**src/rtl/zorro_int_sequencer_pkg.sv**
```systemverilog
// Shared constants for the A4092 interrupt sequencer: FSM encodings, register offsets, FC codes.
// Pure declarations; no timing or flow control of its own.
package zorro_pkg;

    localparam logic [1:0] ST_IDLE  = 2'd0;
    localparam logic [1:0] ST_CLAIM = 2'd1;
    localparam logic [1:0] ST_VEC   = 2'd2;

    localparam logic [1:0] REG_VECBASE = 2'd0;
    localparam logic [1:0] REG_MASK    = 2'd1;
    localparam logic [1:0] REG_PEND    = 2'd2;
    localparam logic [1:0] REG_CTRL    = 2'd3;

    localparam logic [2:0] FC_CPU_SPACE = 3'b111;

endpackage

```
**src/rtl/zorro_int_sequencer_if.sv**
```systemverilog
// Bundles the Zorro IACK bus pins, register-decoder strobes and source request/ack lines.
// slave = sequencer side, master = bus/decoder/sources side.
interface zorro_int_sequencer_if #(
    parameter int NSRC = 4
);
    logic            FCS_n;
    logic            DS0_n;
    logic            READ;
    logic [2:0]      FC;
    logic [2:0]      IACK_A;
    logic [NSRC-1:0] src_req;
    logic            reg_wr;
    logic            reg_rd;
    logic [1:0]      reg_addr;
    logic [7:0]      reg_din;
    logic [7:0]      reg_dout;
    logic            int2_oe;
    logic            slave_n;
    logic            dtack_n;
    logic [7:0]      vec_dout;
    logic            vec_oe;
    logic [NSRC-1:0] src_ack;

    modport slave (
        input  FCS_n, DS0_n, READ, FC, IACK_A, src_req,
        input  reg_wr, reg_rd, reg_addr, reg_din,
        output reg_dout, int2_oe, slave_n, dtack_n, vec_dout, vec_oe, src_ack
    );

    modport master (
        output FCS_n, DS0_n, READ, FC, IACK_A, src_req,
        output reg_wr, reg_rd, reg_addr, reg_din,
        input  reg_dout, int2_oe, slave_n, dtack_n, vec_dout, vec_oe, src_ack
    );
endinterface

```
**src/rtl/zorro_int_sequencer_int_prio_enc.sv**
```systemverilog
// Combinational lowest-index-wins priority encoder; zero latency, no flow control.
module int_prio_enc #(
    parameter int NSRC = 4,
    parameter int GW   = $clog2(NSRC)
) (
    input  logic [NSRC-1:0] active,
    output logic [GW-1:0]   grant,
    output logic            any
);

    always_comb begin
        grant = '0;
        any   = 1'b0;
        // Scan downward so the lowest set index is the last one written.
        for (int i = NSRC - 1; i >= 0; i--) begin
            if (active[i]) begin
                grant = GW'(i);
                any   = 1'b1;
            end
        end
    end

endmodule

```
**src/rtl/zorro_int_sequencer.sv**
```systemverilog
// Zorro III INT2 controller: pending/mask registers plus IACK SLAVE/DTACK/vector sequencing.
// slave_n 1 cycle after FCS_n falls, dtack_n 1 cycle after DS0_n low; bus-paced, no backpressure.
module zorro_int_sequencer
    import zorro_pkg::*;
#(
    parameter int         NSRC     = 4,
    parameter logic [2:0] IACK_LVL = 3'd2,
    parameter logic [7:0] SPUR_VEC = 8'h0F,
    parameter int         TIMEOUT  = 64
) (
    input  logic                 CLK,
    input  logic                 RESET_n,
    zorro_int_sequencer_if.slave bus
);

    localparam int GW = $clog2(NSRC);
    localparam int CW = $clog2(TIMEOUT);

    logic [1:0]      state;
    logic [CW-1:0]   cnt;
    logic [GW-1:0]   grant_q;
    logic            spur_q;
    logic [7:0]      vec_q;
    logic [NSRC-1:0] ack_q;

    logic            fcs_q;
    logic [NSRC-1:0] req_q;
    logic [7:0]      vecbase;
    logic            assigned;
    logic [NSRC-1:0] mask;
    logic [NSRC-1:0] pend;
    logic            en;
    logic            err;
    logic [7:0]      dout_q;
    logic            int2_q;

    logic [NSRC-1:0] active;
    logic [GW-1:0]   grant;
    logic            any;
    logic            fcs_start;
    logic            iack_hit;
    logic            claim_to;
    logic            served;
    logic [NSRC-1:0] ack_mask;
    logic [NSRC-1:0] w1c_mask;
    logic [NSRC-1:0] pend_nxt;
    logic            wr_vecbase, wr_mask, wr_pend, wr_ctrl;

    assign active = pend & mask;

    int_prio_enc #(.NSRC(NSRC), .GW(GW)) u_prio (
        .active (active),
        .grant  (grant),
        .any    (any)
    );

    assign fcs_start = fcs_q & ~bus.FCS_n;
    assign iack_hit  = fcs_start & (bus.FC == FC_CPU_SPACE) & bus.READ &
                       (bus.IACK_A == IACK_LVL) & int2_q & any;
    assign claim_to  = (state == ST_CLAIM) & ~bus.FCS_n & bus.DS0_n &
                       (cnt == CW'(TIMEOUT - 1));
    assign served    = (state == ST_VEC) & bus.FCS_n & ~spur_q;

    assign wr_vecbase = bus.reg_wr & (bus.reg_addr == REG_VECBASE);
    assign wr_mask    = bus.reg_wr & (bus.reg_addr == REG_MASK);
    assign wr_pend    = bus.reg_wr & (bus.reg_addr == REG_PEND);
    assign wr_ctrl    = bus.reg_wr & (bus.reg_addr == REG_CTRL);

    always_comb begin
        ack_mask          = '0;
        ack_mask[grant_q] = 1'b1;
    end

    assign w1c_mask = wr_pend ? bus.reg_din[NSRC-1:0] : '0;
    // New edges are OR-ed in last so a same-cycle set beats any clear.
    assign pend_nxt = (pend & ~w1c_mask & ~(served ? ack_mask : '0)) |
                      (bus.src_req & ~req_q);

    always_ff @(posedge CLK or negedge RESET_n) begin
        if (!RESET_n) begin
            fcs_q    <= 1'b1;
            req_q    <= '0;
            vecbase  <= 8'h00;
            assigned <= 1'b0;
            mask     <= '0;
            pend     <= '0;
            en       <= 1'b0;
            err      <= 1'b0;
            dout_q   <= 8'h00;
            int2_q   <= 1'b0;
        end else begin
            fcs_q  <= bus.FCS_n;
            req_q  <= bus.src_req;
            pend   <= pend_nxt;
            err    <= (err & ~(wr_ctrl & bus.reg_din[7])) | claim_to;
            int2_q <= en & (|active) & assigned &
                      ((state == ST_IDLE) | (state == ST_CLAIM));
            if (wr_vecbase) begin
                vecbase  <= bus.reg_din;
                assigned <= 1'b1;
            end
            if (wr_mask) mask <= bus.reg_din[NSRC-1:0];
            if (wr_ctrl) en <= bus.reg_din[0];
            if (bus.reg_rd) begin
                case (bus.reg_addr)
                    REG_VECBASE: dout_q <= vecbase;
                    REG_MASK:    dout_q <= 8'(mask);
                    REG_PEND:    dout_q <= 8'(pend);
                    default:     dout_q <= {err, 6'b0, en};
                endcase
            end
        end
    end

    always_ff @(posedge CLK or negedge RESET_n) begin
        if (!RESET_n) begin
            state   <= ST_IDLE;
            cnt     <= '0;
            grant_q <= '0;
            spur_q  <= 1'b0;
            vec_q   <= 8'h00;
            ack_q   <= '0;
        end else begin
            ack_q <= '0;
            case (state)
                ST_IDLE: begin
                    if (iack_hit) begin
                        state   <= ST_CLAIM;
                        grant_q <= grant;
                        cnt     <= '0;
                    end
                end
                ST_CLAIM: begin
                    // A cycle that has already ended takes precedence over a late DS0_n.
                    if (bus.FCS_n) begin
                        state <= ST_IDLE;
                    end else if (!bus.DS0_n) begin
                        state  <= ST_VEC;
                        spur_q <= ~pend[grant_q];
                        vec_q  <= pend[grant_q] ? {vecbase[7:GW], grant_q} : SPUR_VEC;
                    end else if (claim_to) begin
                        state <= ST_IDLE;
                    end else begin
                        cnt <= cnt + 1'b1;
                    end
                end
                ST_VEC: begin
                    if (bus.FCS_n) begin
                        state <= ST_IDLE;
                        if (!spur_q) ack_q <= ack_mask;
                    end
                end
                default: state <= ST_IDLE;
            endcase
        end
    end

    assign bus.slave_n  = ~((state == ST_CLAIM) | (state == ST_VEC));
    assign bus.dtack_n  = ~(state == ST_VEC);
    assign bus.vec_oe   = (state == ST_VEC);
    assign bus.vec_dout = vec_q;
    assign bus.src_ack  = ack_q;
    assign bus.int2_oe  = int2_q;
    assign bus.reg_dout = dout_q;

endmodule

```
**src/flat_wrapper.sv**
```systemverilog
// flat-port wrapper written by rule: the top's interface ports become plain ports
module zorro_int_sequencer_flat import zorro_pkg::*;
#(
    parameter int         NSRC     = 4,
    parameter logic [2:0] IACK_LVL = 3'd2,
    parameter logic [7:0] SPUR_VEC = 8'h0F,
    parameter int         TIMEOUT  = 64
)
  (CLK, RESET_n, bus_FCS_n, bus_DS0_n, bus_READ, bus_FC, bus_IACK_A, bus_src_req, bus_reg_wr, bus_reg_rd, bus_reg_addr, bus_reg_din, bus_reg_dout, bus_int2_oe, bus_slave_n, bus_dtack_n, bus_vec_dout, bus_vec_oe, bus_src_ack);
  zorro_int_sequencer_if #(.NSRC(NSRC)) bus_i ();
  input  logic CLK;
  input  logic RESET_n;
  input wire logic [$bits(bus_i.FCS_n)-1:0] bus_FCS_n;
  input wire logic [$bits(bus_i.DS0_n)-1:0] bus_DS0_n;
  input wire logic [$bits(bus_i.READ)-1:0] bus_READ;
  input wire logic [$bits(bus_i.FC)-1:0] bus_FC;
  input wire logic [$bits(bus_i.IACK_A)-1:0] bus_IACK_A;
  input wire logic [$bits(bus_i.src_req)-1:0] bus_src_req;
  input wire logic [$bits(bus_i.reg_wr)-1:0] bus_reg_wr;
  input wire logic [$bits(bus_i.reg_rd)-1:0] bus_reg_rd;
  input wire logic [$bits(bus_i.reg_addr)-1:0] bus_reg_addr;
  input wire logic [$bits(bus_i.reg_din)-1:0] bus_reg_din;
  output wire logic [$bits(bus_i.reg_dout)-1:0] bus_reg_dout;
  output wire logic [$bits(bus_i.int2_oe)-1:0] bus_int2_oe;
  output wire logic [$bits(bus_i.slave_n)-1:0] bus_slave_n;
  output wire logic [$bits(bus_i.dtack_n)-1:0] bus_dtack_n;
  output wire logic [$bits(bus_i.vec_dout)-1:0] bus_vec_dout;
  output wire logic [$bits(bus_i.vec_oe)-1:0] bus_vec_oe;
  output wire logic [$bits(bus_i.src_ack)-1:0] bus_src_ack;
  assign bus_i.FCS_n = bus_FCS_n;
  assign bus_i.DS0_n = bus_DS0_n;
  assign bus_i.READ = bus_READ;
  assign bus_i.FC = bus_FC;
  assign bus_i.IACK_A = bus_IACK_A;
  assign bus_i.src_req = bus_src_req;
  assign bus_i.reg_wr = bus_reg_wr;
  assign bus_i.reg_rd = bus_reg_rd;
  assign bus_i.reg_addr = bus_reg_addr;
  assign bus_i.reg_din = bus_reg_din;
  assign bus_reg_dout = bus_i.reg_dout;
  assign bus_int2_oe = bus_i.int2_oe;
  assign bus_slave_n = bus_i.slave_n;
  assign bus_dtack_n = bus_i.dtack_n;
  assign bus_vec_dout = bus_i.vec_dout;
  assign bus_vec_oe = bus_i.vec_oe;
  assign bus_src_ack = bus_i.src_ack;
  zorro_int_sequencer #(.NSRC(NSRC), .IACK_LVL(IACK_LVL), .SPUR_VEC(SPUR_VEC), .TIMEOUT(TIMEOUT)) u_core (.CLK(CLK), .RESET_n(RESET_n), .bus(bus_i));
endmodule
```
**config.mk**
```make
export PLATFORM = sky130hd
export DESIGN_NAME = zorro_int_sequencer_flat
export DESIGN_NICKNAME = d
export VERILOG_FILES = /design/src/rtl/zorro_int_sequencer_pkg.sv /design/src/rtl/zorro_int_sequencer_if.sv /design/src/rtl/zorro_int_sequencer_int_prio_enc.sv /design/src/rtl/zorro_int_sequencer.sv /design/src/flat_wrapper.sv
export SDC_FILE = /design/constraint.sdc
export NUM_CORES = 1
export LEC_CHECK = 0
export ABC_AREA = 1
export CORE_MARGIN = 5
export CORE_UTILIZATION = 62
export DETAILED_ROUTE_END_ITERATION = 8
export DONT_BUFFER_PORTS = 1
export GPL_ROUTABILITY_DRIVEN = 0
export HOLD_SLACK_MARGIN = 0.05
export PLACE_DENSITY_LB_ADDON = 0.2
export SLEW_MARGIN = 10
export SYNTH_ARGS = -nofsm -noshare
export SYNTH_HDL_FRONTEND = slang
export SYNTH_SLANG_ARGS = --single-unit
```
**constraint.sdc**
```tcl
create_clock -name CLK -period 1.6 [get_ports CLK]
set_input_delay 0.32 -clock CLK [delete_from_list [all_inputs] [get_ports CLK]]
set_output_delay 0.32 -clock CLK [all_outputs]
set_load 0.02 [all_outputs]
```
==> run metrics, run 1 <==
cell area after synthesis=2557 sq um; Num Clock Sinks=56; Arr. time, crit path=1180 ps; most frequent cells in the layout=sky130_fd_sc_hd__nand2_1, sky130_fd_sc_hd__dfrtp_1, sky130_fd_sc_hd__inv_1, sky130_fd_sc_hd__o21ai_0, sky130_fd_sc_hd__nand3_1; relative slew slack=67.84%; Cell Pwr Density=1429 nW/um^2; timing-limited maximum frequency=0.6648 GHz; Yosys warning total=0; HPWL after DPL=3.927 mm; via count of the first global-routing pass=1,798; minimum clock period=1504 ps; uppermost layer routed=met4; leading cell type in the layout, fill and taps excluded=sky130_fd_sc_hd__nand2_1; final hold vios=56; area grow syn2layout=9.883%; Detailed Route Iter0 Violations=164; worst-path fanout max=3; violations in the final reports=hold timing; result of the run=finished, violations left; vias after detailed routing=1,915; global-route wire length before repair=8.625 mm; number of nets produced by synthesis=328; grt total ovfl=0; average cell area after synthesis=8.611 sq um; wire length on met2=2.592 mm; Hold WS=-311.8 ps; post-route ant nets=0; total routing resource utilization after global routing=20.63%; largest cells by area after synthesis=sky130_fd_sc_hd__dfrtp_1, sky130_fd_sc_hd__nand2_1, sky130_fd_sc_hd__inv_1; number of diodes=0; number of clock buffers inserted by TritonCTS=5; placeable core region=4000 sq um; number of optimization iterations in the first detailed-route pass=4; met3 wire len=332 um; Horiz. Die Dim=74.23 um; routed via count divided by cell count=5.275; routed length per instance=14.54 um; kind of critical path=reg -> out; total routed wire length on the met1 layer=2.273 mm; clock edge transition at the registers on the reported setup and hold paths=100 ps; worst reg2reg startpoint=u_core.state[0]; Slew @ Worst Pin=477.9 ps; P_int=2.534 mW; share of cells above drive strength 1=10.86%; count of endpoints failing setup in the final report=0; worst clock skew=7.052 ps; cell count after synthesis=297; number of pins exceeding their max-slew limit in the final report=0; vertical die dimension=74.23 um; post-synthesis sequential area ratio=54.84%; Multi-input gate area=996.0 sq um; critical path startpoint=u_core.state[0]; max cap viols=0; setup repair after global routing missed its margin=false; share of total power consumed by net switching=36.92%; register area=1403 sq um; number of synthesized flops with an enable pin=0; number of cells in the finished layout apart from fillers=363; dominant register cell in the synthesized netlist=sky130_fd_sc_hd__dfrtp_1; Worst Setup End Kind=primary output; fraction of power consumed by sequential logic=50.1%; endpoint required time on the critical path=1280 ps; Setup Total Neg Slack=0 ps; CTS tree=done; maximum clock path buffer count=2; count of unique library cells instantiated by Yosys=33; input/output buffers=0; area share of the leading cell type in the synthesized netlist=53.82%; hold buffer count at CTS=5; # resized after CTS=0; count of standard-cell rows=23; library cell used as clock root buffer=sky130_fd_sc_hd__clkbuf_8; share of synthesized flip-flops with an asynchronous set or reset=100.0%; DRC violation count after routing=0; Nets=343; clock latency reported for the late side of the worst-skew pair=310 ps; number of antenna violations at the first check in global routing=0; VDD IR max=0.7632 mV; Inst Count DP=349; leakage power figure=1.424 nW; Clk network pwr share=22.7%; net switching power=1.483 mW; area of the die=5509 sq um; H-Tree Level Count=2; worst min path class=in -> async; total wire length=5.278 mm; cell type with the largest total area after synthesis=sky130_fd_sc_hd__dfrtp_1; effective utilization at floorplan=63.93%; share of power burned in combinational logic=27.1%; Tcrit/Tclk final=94.02%; count of state elements after synthesis=56; number of top-level pins=51; pin count of the biggest net entering global routing=57; Worst setup SP type=register; fillers=333
## cells in the mapped netlist, types with 2 or more instances
| library cell | count |
|---|---|
| sky130_fd_sc_hd__inv_1 | 38 |
| sky130_fd_sc_hd__o21ai_0 | 20 |
| sky130_fd_sc_hd__o211ai_1 | 2 |
| sky130_fd_sc_hd__o21ai_1 | 5 |
| sky130_fd_sc_hd__nand2_1 | 95 |
| sky130_fd_sc_hd__xor2_1 | 2 |
| sky130_fd_sc_hd__nand2_2 | 4 |
| sky130_fd_sc_hd__mux2_2 | 2 |
| sky130_fd_sc_hd__nor2_1 | 17 |
| sky130_fd_sc_hd__ha_1 | 4 |
| sky130_fd_sc_hd__a21oi_1 | 4 |
| sky130_fd_sc_hd__nor2_2 | 3 |
| sky130_fd_sc_hd__nor2_4 | 2 |
| sky130_fd_sc_hd__nand4_1 | 2 |
| sky130_fd_sc_hd__inv_2 | 2 |
| sky130_fd_sc_hd__nand3_1 | 20 |
| sky130_fd_sc_hd__dfrtp_1 | 55 |
| sky130_fd_sc_hd__nand2_4 | 2 |
| sky130_fd_sc_hd__o22ai_1 | 4 |
## power groups by stage
stage,Clock (mW),Sequential (mW),Combinational (mW)
after detailed placement,0,2.05,1.05
after global placement,0,2.04,1.02
after CTS,0.934,2.02,1.07
after floorplan,0,1.99,0.828
after global routing,0.998,2.05,1.21
final,0.913,2.01,1.09
## sequential cells by signal (all words and copies together) (netlist names)
signal / flops
u_core.mask: 4
u_core.state: 2
u_core.en: 1
u_core.bus.reg_dout: 8
u_core.fcs_q: 1
u_core.vecbase: 8
u_core.req_q: 4
u_core.bus.int2_oe: 1
u_core.grant_q: 2
u_core.err: 1
u_core.assigned: 1
u_core.pend: 4
u_core.bus.src_ack: 4
u_core.cnt: 6
u_core.bus.vec_dout: 8
u_core.spur_q: 1
## final cells by class
cell class	count	area share, %
sequential	56	49.91
multi-input combinational	199	35.44
inverter	40	5.343
timing repair buffer	10	3.117
clock buffer	5	2.449
tap	50	2.226
clock inverter	3	1.514
## worst max-delay path, cell delays in order (launching register included)
cell                      delay [ps]
sky130_fd_sc_hd__dfrtp_1         350
sky130_fd_sc_hd__inv_1            60
sky130_fd_sc_hd__ha_1            200
sky130_fd_sc_hd__inv_1           100
sky130_fd_sc_hd__buf_4           160
## per-layer routing
metal,vias up,GRT usage [%]
met2,54,32.58
met5,-,0
met3,8,6.081
met4,0,6.719
li1,971,-
met1,882,27.64
## path summary, 6_finish.rpt
kind,endpoint,slack (ps),depth (start not counted)
worst max register to register,u_core.state[1],150,9
worst min register to register,u_core.pend[0],440,1
worst min-delay path,u_core.bus.vec_dout[1],-310,0
max in group asynchronous,u_core.fcs_q,1740,0
min in group CLK,u_core.bus.reg_dout[6],100,1
worst max-delay path,bus_dtack_n,100,4
## per-stage QoR
step / setup slack [ps] / util (%) / instance area, sq um / power [mW]
after floorplan: 48.96 / - / 2557 / 2.822
after global placement: 191.0 / 66.03 / 2641 / 3.053
after detailed placement: 136.7 / 66.03 / 2641 / 3.097
after CTS: 37.06 / 70.07 / 2803 / 4.019
after global routing: 13.24 / 70.25 / 2810 / 4.259
final: 95.72 / 70.25 / 2810 / 4.016
## logic make-up (layout without fill, tap and decap cells)
group / after synthesis / in the layout / synth area share, %
multiplexers: 2 / 2 / 0.8806
adder cells (fa/ha/maj): 4 / 4 / 1.957
XOR/XNOR: 3 / 3 / 1.028
AO/OA/AOI/OAI: 41 / 41 / 9.589
buffers and inverters: 42 / 58 / 6.213
AND/OR/NAND/NOR: 149 / 149 / 25.49
flip-flops: 56 / 56 / 54.84
## what timing repair did
| item | 4_1_cts | 5_1_grt |
|---|---|---|
| endpoints found under the setup margin | 0 | 2 |
| setup buffers | 0 | 1 |
| endpoints found under the hold margin | 61 | 56 |
(Power assumes the default switching activity.)
==> run 2, diff against run 1 <==
- RECOVER_POWER: default -> 100
==> run 2 against run 1 <==
  * The flow still finishes with violations (hold timing)
  * Core utilization fell by 0.59 points
  * Critical path depth up 5
  * Hold slack better by 1.6 ps
  * Maximum frequency down 0.26%
  * Flip-flop and latch count stayed put
  * Design area down 0.85%
  * First-iteration DRC count down 26%
  * Via count is 0.52% lower
  * Sequential power about the same
  * Count of clock-buffer cells in the layout is the same
  * Setup slack worse by 4.0 ps
  * Largest power group unchanged
==> run metrics, run 2 (same netlist as run 1, synthesis figures left out) <==
routed length per instance=14.48 um; share of power burned in combinational logic=26.5%; placeable core region=4000 sq um; leakage power figure=1.417 nW; library cell used as clock root buffer=sky130_fd_sc_hd__clkbuf_8; critical path startpoint=u_core.state[0]; kind of critical path=reg -> reg; hold buffer count at CTS=5; post-route ant nets=0; relative slew slack=61.92%; number of antenna violations at the first check in global routing=0; worst setup path endpoint=u_core.state[1]; Arr. time, crit path=1710 ps; global-route wire length before repair=8.625 mm; H-Tree Level Count=2; Detailed Route Iter0 Violations=121; share of cells above drive strength 1=8.626%; area grow syn2layout=8.953%; number of top-level pins=51; count of endpoints failing setup in the final report=0; net switching power=1.467 mW; via count of the first global-routing pass=1,798; count of standard-cell rows=23; number of optimization iterations in the first detailed-route pass=4; max cap viols=0; Clk network pwr share=22.9%; Worst Setup End Kind=register; Multi-input gate area=978.4 sq um; Worst setup SP type=register; fillers=338; total routing resource utilization after global routing=20.63%; worst reg2reg startpoint=u_core.state[0]; worst-path fanout max=3; vertical die dimension=74.23 um; Slew @ Worst Pin=569.1 ps; VDD IR max=0.7890 mV; register area=1403 sq um; P_int=2.512 mW; Num Clock Sinks=56; number of pins exceeding their max-slew limit in the final report=0; clock edge transition at the registers on the reported setup and hold paths=100 ps; endpoint of the worst-slack reg-to-reg timing path=u_core.state[1]; HPWL after DPL=3.927 mm; clock latency reported for the late side of the worst-skew pair=310 ps; Setup Total Neg Slack=0 ps; grt total ovfl=0; Tcrit/Tclk final=94.27%; pin count of the biggest net entering global routing=57; endpoint required time on the critical path=1800 ps; share of total power consumed by net switching=36.87%; fraction of power consumed by sequential logic=50.6%; R2R depth=9; Nets=343; worst clock skew=6.916 ps; leading cell type in the layout, fill and taps excluded=sky130_fd_sc_hd__nand2_1; worst min path class=in -> async; timing-limited maximum frequency=0.6630 GHz; number of cells in the finished layout apart from fillers=363; vias after detailed routing=1,905; Inst Count DP=349; input/output buffers=0; final hold vios=56; minimum clock period=1508 ps; effective utilization at floorplan=63.93%; Hold WS=-310.1 ps; total wire length=5.255 mm; setup slack, reg-to-reg=90 ps; maximum clock path buffer count=2; most frequent cells in the layout=sky130_fd_sc_hd__nand2_1, sky130_fd_sc_hd__dfrtp_1, sky130_fd_sc_hd__inv_1, sky130_fd_sc_hd__o21ai_0, sky130_fd_sc_hd__nand3_1; number of diodes=0; result of the run=finished, violations left; routed via count divided by cell count=5.248; number of clock buffers inserted by TritonCTS=5; CTS tree=done; area of the die=5509 sq um; setup repair after global routing missed its margin=false; Cell Pwr Density=1428 nW/um^2; Horiz. Die Dim=74.23 um; violations in the final reports=hold timing; DRC violation count after routing=0
run 2: cell types whose count changed in the layout (fill, tap and decap cells not counted), sizes merged:
| cell | delta |
|---|---|
| buf | -2 |
| clkbuf | +2 |
run 2: layout make-up:
| class | count | area share, % |
|---|---|---|
| clock inverter | 3 | 1.527 |
| tap | 50 | 2.245 |
| timing repair buffer | 10 | 2.919 |
| sequential | 56 | 50.34 |
| clock buffer | 5 | 2.470 |
| multi-input combinational | 199 | 35.11 |
| inverter | 40 | 5.388 |
run 2: worst min-delay path by stage:
stage	from	to	slack, ps
global route	RESET_n	u_core.bus.reg_dout[5]	-340
global placement	RESET_n	u_core.bus.reg_dout[5]	30
floorplan	RESET_n	u_core.assigned	20
detailed placement	RESET_n	u_core.bus.reg_dout[5]	30
CTS	RESET_n	u_core.bus.reg_dout[5]	-320
finish	RESET_n	u_core.bus.vec_dout[1]	-310
run 2: metrics by stage:
step,total power [mW],util (%),area (sq um),worst slack (ps)
2_1_floorplan,2.822,-,2557,48.96
3_3_place_gp,3.053,66.03,2641,191.0
3_5_place_dp,3.097,66.03,2641,136.7
4_1_cts,4.019,70.07,2803,37.06
5_1_grt,4.226,69.66,2786,9.684
6_report,3.979,69.66,2786,91.73
run 2: repair_timing:
action | CTS | global route
hold endpoints to repair | 61 | 56
endpoints found under the setup margin | 0 | 2
gates resized for setup | 0 | 0
setup buffers | 0 | 1
run 2: power by group through the flow:
stage | Combinational (mW) | Clock [mW] | Sequential (mW)
after CTS | 1.07 | 0.934 | 2.02
after floorplan | 0.828 | 0 | 1.99
after detailed placement | 1.05 | 0 | 2.05
after global placement | 1.02 | 0 | 2.04
final | 1.06 | 0.911 | 2.01
after global routing | 1.18 | 0.998 | 2.05
run 2: layer usage:
| layer | vias up | track usage [%] | wire length, um |
|---|---|---|---|
| li1 | 971 | - | - |
| met1 | 875 | 27.64 | 2284 |
| met2 | 51 | 32.58 | 2585 |
| met3 | 8 | 6.081 | 304 |
| met4 | 0 | 6.719 | 80 |
| met5 | - | 0 | 0 |
run 2: worst max-delay path, stage by stage, from the launching register on:
cell and delay, ps:
sky130_fd_sc_hd__dfrtp_1 380, sky130_fd_sc_hd__buf_4 140, sky130_fd_sc_hd__ha_1 200, sky130_fd_sc_hd__nand2_1 160
sky130_fd_sc_hd__nor2_2 60, sky130_fd_sc_hd__o21ai_2 80, sky130_fd_sc_hd__and2_4 180, sky130_fd_sc_hd__nand2_1 70
sky130_fd_sc_hd__nand2_1 70, sky130_fd_sc_hd__nand2_1 50
==> run 3, diff against run 2 <==
- CORE_UTILIZATION: 62 -> 60
==> run 3 against run 2 <==
  * The flow still finishes with violations (hold timing)
  * Non-clock buffer count unchanged
  * Sequential share of layout area increased by 0.23 points
  * Core utilization decreased by 1.3 points
  * Critical path depth decreased by 5
  * Sequential power about the same
  * Setup slack got worse by 7.1 ps
  * Design area decreased by 0.45%
  * Hold slack improved by 4.0 ps
  * Count of clock-buffer cells in the layout increased by 1
  * Routed wire length decreased by 5.7%
  * Largest cell class unchanged
  * Final cell count unchanged
  * Critical endpoint is now bus_dtack_n
  * Clock skew decreased by 1.2 ps
==> run metrics, run 3 (same netlist as run 1, synthesis figures left out) <==
pin count of the biggest net entering global routing=57; timing-limited maximum frequency=0.6599 GHz; Arr. time, crit path=1200 ps; via count of the first global-routing pass=1,880; input/output buffers=0; DRC violation count after routing=0; Slew @ Worst Pin=552.5 ps; violations in the final reports=hold timing; Setup Total Neg Slack=0 ps; max cap viols=0; area of the die=5668 sq um; Detailed Route Iter0 Violations=156; grt total ovfl=0; Worst Setup End Kind=primary output; vertical die dimension=75.29 um; number of top-level pins=51; Horiz. Die Dim=75.29 um; hold buffer count at CTS=5; P_int=2.420 mW; kind of critical path=reg -> out; Cell Pwr Density=1409 nW/um^2; placed instance area=2641 sq um; Nets=343; Inst Count DP=349; share of total power consumed by net switching=38.08%; placeable core region=4058 sq um; relative slew slack=63.03%; number of pins exceeding their max-slew limit in the final report=0; result of the run=finished, violations left; routed via count divided by cell count=5.358; VDD IR max=0.7714 mV; worst-path fanout max=3; total wire length=4.957 mm; worst clock skew=5.739 ps; minimum clock period=1515 ps; vias after detailed routing=1,945; library cell used as clock root buffer=sky130_fd_sc_hd__clkbuf_8; number of optimization iterations in the first detailed-route pass=4; share of cells above drive strength 1=9.904%; most frequent cells in the layout=sky130_fd_sc_hd__nand2_1, sky130_fd_sc_hd__dfrtp_1, sky130_fd_sc_hd__inv_1, sky130_fd_sc_hd__o21ai_0, sky130_fd_sc_hd__nand3_1; Tcrit/Tclk final=94.71%; endpoint required time on the critical path=1280 ps; number of diodes=0; H-Tree Level Count=2; leading cell type in the layout, fill and taps excluded=sky130_fd_sc_hd__nand2_1; share of power burned in combinational logic=27.2%; number of cells in the finished layout apart from fillers=363; Worst setup SP type=register; count of endpoints failing setup in the final report=0; count of standard-cell rows=23; number of clock buffers inserted by TritonCTS=5; area grow syn2layout=8.464%; fraction of power consumed by sequential logic=51.5%; CTS tree=done; worst min path class=in -> async; maximum clock path buffer count=2; clock latency reported for the late side of the worst-skew pair=310 ps; global-route wire length before repair=8.694 mm; post-route ant nets=0; total routing resource utilization after global routing=20.02%; Hold WS=-306.1 ps; net switching power=1.488 mW; Clk network pwr share=21.3%; leakage power figure=1.408 nW; Num Clock Sinks=56; clock edge transition at the registers on the reported setup and hold paths=100 ps; effective utilization at floorplan=63.03%; number of antenna violations at the first check in global routing=0; HPWL after DPL=3.746 mm; final std cell area, no fill=2774 sq um; routed length per instance=13.66 um; final hold vios=56
## run 3: changes by cell type in the layout (fill, tap and decap cells not counted), moves of 2 or more
| cell | change |
|---|---|
| sky130_fd_sc_hd__inv_2 | +3 |
| sky130_fd_sc_hd__o21ai_0 | -2 |
| sky130_fd_sc_hd__inv_1 | -3 |
| sky130_fd_sc_hd__nand2_1 | -2 |
| sky130_fd_sc_hd__nand2_2 | +2 |
| sky130_fd_sc_hd__o21ai_1 | +2 |
## run 3: power groups by stage
stage               clock [mW]  sequential [mW]  combinational [mW]
floorplan                    0             1.99               0.828
global placement             0             2.04                1.02
detailed placement           0             2.05                1.04
CTS                      0.853             2.02                1.06
global route             0.925             2.05                1.19
finish                   0.831             2.01                1.06
## run 3: repair_timing
| action | CTS | global route |
|---|---|---|
| hold endpoints to repair | 61 | 56 |
| setup buffers | 0 | 1 |
| endpoints found under the setup margin | 0 | 2 |
| resized for setup | 0 | 2 |
## run 3: path summary, 6_finish.rpt
path / startpoint / to / slack, ps / cells after the start
max: u_core.state[0] / bus_dtack_n / 80 / 4
min: RESET_n / u_core.mask[1] / -310 / 0
max reg2reg: u_core.state[0] / u_core.cnt[4] / 100 / 7
min reg2reg: u_core.req_q[3] / u_core.pend[3] / 440 / 1
max in group asynchronous: RESET_n / u_core.fcs_q / 1720 / 0
min in group CLK: bus_reg_rd / u_core.bus.reg_dout[6] / 100 / 1
## run 3: cell type report
class	count	area, sq um
clock buffer	6	82.58
tap	50	62.56
multi-input combinational	199	975.9
inverter	40	150.1
clock inverter	2	18.77
timing repair buffer	10	81.33
sequential	56	1403
fill	316	1284
## run 3: worst max-delay path, cell delays in order, from the launching register on
cell	delay, ps
sky130_fd_sc_hd__dfrtp_1	410
sky130_fd_sc_hd__inv_1	90
sky130_fd_sc_hd__ha_1	180
sky130_fd_sc_hd__inv_2	60
sky130_fd_sc_hd__buf_4	150
## run 3: metrics by stage
stage               total power, mW  utilization, %  hold WS [ps]  worst slack, ps
floorplan                     2.822               -         24.41            48.96
global placement              3.054           65.09         26.05            192.7
detailed placement            3.087           65.09         26.02            156.9
CTS                           3.932           68.83        -319.5            33.89
global route                  4.164           68.36        -339.3           -5.751
finish                        3.907           68.36        -306.1            84.64
## run 3: layer usage
| layer | GRT usage, % | up-vias | part of all wire, % |
|---|---|---|---|
| li1 | - | 968 | - |
| met1 | 28.25 | 909 | 45 |
| met2 | 30.39 | 58 | 46 |
| met3 | 5.474 | 10 | 7.3 |
| met4 | 6.019 | 0 | 1.7 |
| met5 | 0 | - | 0 |
